### src/rtl/uplink_pkg.sv
// Shared definitions for the AGC uplink keyer.
// Contents:
//   state_t          - serialiser FSM states
//   UPL_WORD_W       - bits per uplink word (16)
//   KEY_W            - DSKY key code width (5)
//   make_uplink_word - builds {1, k, ~k, k}, transmitted MSB first
package uplink_pkg;

  localparam int UPL_WORD_W = 16;
  localparam int KEY_W      = 5;

  typedef enum logic [2:0] {
    S_IDLE  = 3'd0,
    S_LOAD  = 3'd1,
    S_PULSE = 3'd2,
    S_SPACE = 3'd3,
    S_GAP   = 3'd4
  } state_t;

  function automatic logic [UPL_WORD_W-1:0] make_uplink_word(input logic [KEY_W-1:0] key);
    return {1'b1, key, ~key, key};
  endfunction

endpackage

### src/rtl/uplink_fifo.sv
// Small synchronous circular-buffer FIFO for queued key codes.
// Ports:
//   clk, rst_n    - clock, asynchronous active-low reset
//   push, wdata   - write request and data (ignored while full)
//   pop           - read request (ignored while empty)
//   rdata         - head entry, valid whenever !empty
//   full, empty   - occupancy flags, derived from registered pointers only
module uplink_fifo #(
  parameter int DEPTH = 4,
  parameter int WIDTH = 5
) (
  input  logic             clk,
  input  logic             rst_n,
  input  logic             push,
  input  logic [WIDTH-1:0] wdata,
  input  logic             pop,
  output logic [WIDTH-1:0] rdata,
  output logic             full,
  output logic             empty
);

  localparam int AW = $clog2(DEPTH);

  // One extra pointer bit separates full from empty when the indices match.
  logic [AW:0]      r_wptr;
  logic [AW:0]      r_rptr;
  logic [WIDTH-1:0] r_mem [DEPTH];
  logic             w_push_en;
  logic             w_pop_en;

  assign w_push_en = push && !full;
  assign w_pop_en  = pop && !empty;

  always_ff @(posedge clk or negedge rst_n) begin
    if (!rst_n) begin
      r_wptr <= '0;
      r_rptr <= '0;
    end else begin
      if (w_push_en) r_wptr <= r_wptr + {{AW{1'b0}}, 1'b1};
      if (w_pop_en)  r_rptr <= r_rptr + {{AW{1'b0}}, 1'b1};
    end
  end

  always_ff @(posedge clk) begin
    if (w_push_en) r_mem[r_wptr[AW-1:0]] <= wdata;
  end

  assign rdata = r_mem[r_rptr[AW-1:0]];
  assign empty = (r_wptr == r_rptr);
  assign full  = (r_wptr[AW] != r_rptr[AW]) && (r_wptr[AW-1:0] == r_rptr[AW-1:0]);

endmodule

### src/rtl/uplink_keyer.sv
// Programmatic AGC uplink source: queues DSKY key codes and serialises each
// one as a 16-bit uplink word, one pulse per bit on upl1 (1) or upl0 (0).
// Ports:
//   clk, rst_n           - clock, asynchronous active-low reset
//   key_valid, key_code  - key code offer; accepted when key_ready is high
//   key_ready            - FIFO not full (independent of key_valid)
//   upl0, upl1           - registered uplink pulses, never high together
//   busy                 - word in flight, gap running, or codes queued
//   overflow             - sticky: a key was offered while key_ready was low
//
// state   | meaning
// --------+-------------------------------------------------------------
// S_IDLE  | nothing in flight; leave as soon as the FIFO holds a code
// S_LOAD  | pop one code, build the shift register, bit_idx = 15
// S_PULSE | drive the current MSB on upl1/upl0 for PULSE_CYCLES
// S_SPACE | both low for the rest of the bit period, then next bit
// S_GAP   | both low for WORD_GAP_CYCLES after the last bit
module uplink_keyer
  import uplink_pkg::*;
#(
  parameter int PULSE_CYCLES    = 600,
  parameter int BIT_CYCLES      = 12000,
  parameter int WORD_GAP_CYCLES = 120000,
  parameter int FIFO_DEPTH      = 4
) (
  input  logic             clk,
  input  logic             rst_n,
  input  logic             key_valid,
  input  logic [KEY_W-1:0] key_code,
  output logic             key_ready,
  output logic             upl0,
  output logic             upl1,
  output logic             busy,
  output logic             overflow
);

  localparam int CNT_MAX_PB = (PULSE_CYCLES > BIT_CYCLES) ? PULSE_CYCLES : BIT_CYCLES;
  localparam int CNT_MAX    = (CNT_MAX_PB > WORD_GAP_CYCLES) ? CNT_MAX_PB : WORD_GAP_CYCLES;
  localparam int CNT_W      = (CNT_MAX > 1) ? $clog2(CNT_MAX) : 1;

  localparam logic [CNT_W-1:0] PULSE_LAST = CNT_W'(PULSE_CYCLES - 1);
  localparam logic [CNT_W-1:0] SPACE_LAST = CNT_W'(BIT_CYCLES - PULSE_CYCLES - 1);
  localparam logic [CNT_W-1:0] GAP_LAST   = CNT_W'(WORD_GAP_CYCLES - 1);

  state_t                  r_state;
  state_t                  w_state_nxt;
  logic [CNT_W-1:0]        r_cnt;
  logic [CNT_W-1:0]        w_cnt_nxt;
  logic [UPL_WORD_W-1:0]   r_shreg;
  logic [UPL_WORD_W-1:0]   w_shreg_nxt;
  logic [3:0]              r_bit_idx;
  logic [3:0]              w_bit_idx_nxt;
  logic                    r_upl0;
  logic                    r_upl1;
  logic                    w_upl0_nxt;
  logic                    w_upl1_nxt;
  logic                    r_overflow;
  logic                    w_pop;
  logic                    w_full;
  logic                    w_empty;
  logic [KEY_W-1:0]        w_fifo_rdata;

  assign key_ready = !w_full;

  uplink_fifo #(
    .DEPTH (FIFO_DEPTH),
    .WIDTH (KEY_W)
  ) u_fifo (
    .clk   (clk),
    .rst_n (rst_n),
    .push  (key_valid && key_ready),
    .wdata (key_code),
    .pop   (w_pop),
    .rdata (w_fifo_rdata),
    .full  (w_full),
    .empty (w_empty)
  );

  always_ff @(posedge clk or negedge rst_n) begin
    if (!rst_n) begin
      r_state    <= S_IDLE;
      r_cnt      <= '0;
      r_shreg    <= '0;
      r_bit_idx  <= '0;
      r_upl0     <= 1'b0;
      r_upl1     <= 1'b0;
      r_overflow <= 1'b0;
    end else begin
      r_state    <= w_state_nxt;
      r_cnt      <= w_cnt_nxt;
      r_shreg    <= w_shreg_nxt;
      r_bit_idx  <= w_bit_idx_nxt;
      r_upl0     <= w_upl0_nxt;
      r_upl1     <= w_upl1_nxt;
      r_overflow <= r_overflow | (key_valid & w_full);
    end
  end

  always_comb begin
    w_state_nxt   = r_state;
    w_cnt_nxt     = r_cnt + CNT_W'(1);
    w_shreg_nxt   = r_shreg;
    w_bit_idx_nxt = r_bit_idx;
    w_pop         = 1'b0;
    case (r_state)
      S_IDLE: begin
        w_cnt_nxt = '0;
        if (!w_empty) w_state_nxt = S_LOAD;
      end
      S_LOAD: begin
        w_pop         = 1'b1;
        w_shreg_nxt   = make_uplink_word(w_fifo_rdata);
        w_bit_idx_nxt = 4'd15;
        w_state_nxt   = S_PULSE;
      end
      S_PULSE: begin
        if (r_cnt == PULSE_LAST) w_state_nxt = S_SPACE;
      end
      S_SPACE: begin
        if (r_cnt == SPACE_LAST) begin
          if (r_bit_idx == 4'd0) begin
            w_state_nxt = S_GAP;
          end else begin
            w_shreg_nxt   = {r_shreg[UPL_WORD_W-2:0], 1'b0};
            w_bit_idx_nxt = r_bit_idx - 4'd1;
            w_state_nxt   = S_PULSE;
          end
        end
      end
      S_GAP: begin
        if (r_cnt == GAP_LAST) w_state_nxt = S_IDLE;
      end
      default: begin
        w_state_nxt = S_IDLE;
      end
    endcase
    // Every state change restarts the shared counter.
    if (w_state_nxt != r_state) w_cnt_nxt = '0;
    // Outputs are registered from next-state values so each pulse starts on
    // the same edge that enters S_PULSE and ends on the edge that leaves it.
    w_upl1_nxt = (w_state_nxt == S_PULSE) &&  w_shreg_nxt[UPL_WORD_W-1];
    w_upl0_nxt = (w_state_nxt == S_PULSE) && !w_shreg_nxt[UPL_WORD_W-1];
  end

  assign upl0     = r_upl0;
  assign upl1     = r_upl1;
  assign overflow = r_overflow;
  assign busy     = (r_state != S_IDLE) || !w_empty;

endmodule

### config.mk
export PLATFORM = sky130hd
export DESIGN_NAME = uplink_keyer
export DESIGN_NICKNAME = d
export VERILOG_FILES = /design/src/rtl/uplink_pkg.sv /design/src/rtl/uplink_fifo.sv /design/src/rtl/uplink_keyer.sv
export SDC_FILE = /design/constraint.sdc
export NUM_CORES = 1
export LEC_CHECK = 0
export ABC_AREA = 1
export CORE_MARGIN = 5
export CORE_UTILIZATION = 61
export CTS_CLUSTER_DIAMETER = 100
export DETAILED_ROUTE_END_ITERATION = 12
export HOLD_SLACK_MARGIN = 0.03
export PLACE_DENSITY = 0.8
export RECOVER_POWER = 25
export SLEW_MARGIN = 20
export SYNTH_ARGS = -nofsm -noshare
export SYNTH_HDL_FRONTEND = slang
export SYNTH_SLANG_ARGS = --single-unit
### constraint.sdc
create_clock -name clk -period 2.1 [get_ports clk]
set_input_delay 0.21 -clock clk [delete_from_list [all_inputs] [get_ports clk]]
set_output_delay 0.21 -clock clk [all_outputs]
set_load 0.005 [all_outputs]
==> run summary <==
status: complete, no violations
r2r setup slk: 190 ps
post-synthesis mux area share: 0
nets@finish: 426
WL final: 6896 µm
Pwr Density: 820.0 nW/µm²
Site Rows: 27
Initial Util: 0.6352
Final Hold Fails: 0
total grt overflow: 0
Setup-failing EPs final: 0
Clk Latency, worst-skew pair: 340 ps
RePlAce Congestion: 0.8342
syn nets: 398
relative slew slack: 0.08106
CP max-delay cell: clkdlybuf4s50_1
largest family of logic cells by synthesized area: simple AND/OR/NAND/NOR gates
leakage: 0.001829 µW
worst hold stages: 2
Post-Syn Instances: 383
HP Class: reg2reg
final worst path period need: 1943 ps
fillers: 421
ANT nets after route: 0
Distinct cells, synth: 35
Core Util, Final: 0.7246
setup TNS: 0 ps
Post-Syn Area: 3541 µm²
sequential-to-total area share from yosys stat: 0.5159
Compound-Gate Fraction of Synth Area: 0.04523
# DRC: 0
antenna violations before repair: 0
DR WL/cell: 14.13 µm
first-pass GRT wire length: 12040 µm
simple-gate share of the synthesized area: 0.3155
CTS Buf Count: 9
reg2reg end: r_cnt[2]
CP arrival: 1730 ps
Core ar.: 5574 µm²
area grow syn2layout: 14.06%
xor and xnor area share after synthesis: 0.03710
1st-iter DRT viols: 160
CP Class: reg2out
IO buf count: 12
Max Fclk: 514.8 MHz
CP Cell Sequence: inv_2 -> nand2_1 -> nor2_2 -> nand4_1 -> clkdlybuf4s50_1
CTS tree: done
Hold WS: 485.4 ps
via count: 2621
Max VDD drop: 628.2 µV
Setup crit start kind: flip-flop
worst r2r path cells: 10
placed insts: 471
CP peak stage delay: 480 ps
Min-Delay Endpoint: r_bit_idx[2]
ant diodes: 0
syn_area_per_cell: 9.245 µm²
DR vias/cell: 5.371
die area: 7429 µm²
Total GRT Usage: 0.2044
Req. time, crit path: 1890 ps
clk buf depth: 2
Root Driver: clkbuf_8
1st-pass router iterations: 4
clock sink count: 69
Die W: 86.19 µm
Synth Area in Adders: 0.02473
worst hold start: r_bit_idx[2]
Tcrit/Tclk final: 0.9251
Slew @ Worst Pin: 1378 ps
Max Slew Vio Count: 0
io pins: 13
launching point of the worst reg2reg path: r_cnt[0]
flip-flop and latch count after synthesis: 69
Finished Layout Cells: 488
number of global-route vias before repair: 2691
share of layout cells above drive strength 1: 0.2067
largest net degree at the start of global routing: 27
CTS H-tree depth: 3
Ys Warns: 0
# Max-Cap Violations: 0
endpoint class of the critical path: output pin
DP Wirelength: 4961 µm
crit-path max FO: 5
Die Ht: 86.19 µm
RSZ-0062 raised after global routing: no
Worst-path clk slew: 90 ps
Clock Skew: 9.591 ps
[report_power, final]
group / switching (µW) / internal (µW) / leakage, µW
sequential: 61.1 / 1510 / 0.000757
clock: 555 / 810 / 0.000127
combinational: 228 / 150 / 0.000946
total: 845 / 2470 / 0.00183
[worst max-delay path by stage]
stage                          start           to  slack (ps)  cells after the start
after global routing        r_cnt[0]    r_cnt[16]          30                     10
after floorplan             r_cnt[0]  r_shreg[10]         420                     11
after detailed placement    r_cnt[0]     r_cnt[2]         250                     10
after CTS                 r_state[0]         busy          90                      5
final                     r_state[0]         busy         160                      5
after global placement      r_cnt[0]     r_cnt[0]         280                     10
[cell usage after synthesis, drive strengths merged]
cell type,n,area [µm²]
nand4,13,81.33
a21oi,2,10.01
nand3,45,292.8
a22oi,1,7.510
nand3b,1,7.510
nor4,1,12.51
nand2,83,371.6
nor3,6,35.03
ha,7,87.58
o21bai,1,7.510
o21ai,16,87.58
xnor2,2,17.52
inv,42,160.2
xor2,13,113.9
a31oi,2,12.51
buf,4,50.05
dfrtp,49,1226
edfxtp,20,600.6
or2,5,31.28
o22a,4,35.03
nor2,64,285.3
clkbuf,2,7.510
[sequential cells by signal (all words and copies together) (netlist names)]
register and cells:
u_fifo.r_wptr 3, r_shreg 16, r_bit_idx 4, overflow 1, u_fifo.r_mem 20, r_state 3
upl1 1, u_fifo.r_rptr 3, upl0 1, r_cnt 17
[cell families after synthesis]
group | after synthesis
adders and majority gates | 7
xor gates and xnor gates | 15
AOI/OAI and AO/OA | 26
DFF | 69
buffers and inverters | 48
and+or+nand+nor | 218
[per-stage QoR]
| step | setup WS [ps] | area, µm² | power, µW |
|---|---|---|---|
| after floorplan | 423.5 | 3541 | 1796 |
| after global placement | 281.4 | 3776 | 1957 |
| after detailed placement | 254.8 | 3776 | 1975 |
| after CTS | 87.37 | 4038 | 3336 |
| after global routing | 30.06 | 4039 | 3452 |
| final | 157.3 | 4039 | 3312 |
[cells in the final DEF (no fill, tap or decap), types with 3 or more instances in the layout]
cell type,instances
inv_2,9
edfxtp_1,20
nor2_2,16
nand3_2,11
dfrtp_1,49
nand2_2,12
clkbuf_8,9
inv_1,32
xor2_1,13
buf_4,9
clkdlybuf4s50_1,6
nand2_4,4
nand3_1,33
inv_6,3
nor3_1,5
nor2_1,47
nand4_1,13
o21ai_0,13
or2_1,4
o22a_1,4
nand2_1,67
ha_1,7
dlygate4sd3_1,6
bufinv_16,3
[layout make-up]
cell class / instances / area, µm² / area share
sequential: 69 / 1827 / 0.4523
multi-input combinational: 266 / 1499 / 0.3711
timing repair buffer: 23 / 211.5 / 0.05235
inverter: 42 / 160.2 / 0.03965
clock inverter: 7 / 127.6 / 0.03160
clock buffer: 9 / 123.9 / 0.03067
tap: 72 / 90.09 / 0.02230
[worst max-delay path: cells and delay by family, from the launching register on]
kind	cells	cell delay [ps]
flip-flops	1	460
AND/OR/NAND/NOR	3	360
buffers and inverters	2	570
[layer usage]
layer / GRT usage / routed length, µm
met2: 0.3252 / 3299
met4: 0.09490 / 103
met5: 0 / 0
met1: 0.2703 / 3236
met3: 0.04183 / 255
[what timing repair did]
item,4_1_cts,5_1_grt
hold buffers,1,0
gates resized for setup,0,1
setup buffers,0,0
setup endpoints to repair,0,1
endpoints found under the hold margin,23,0
(Power assumes the default switching activity.)
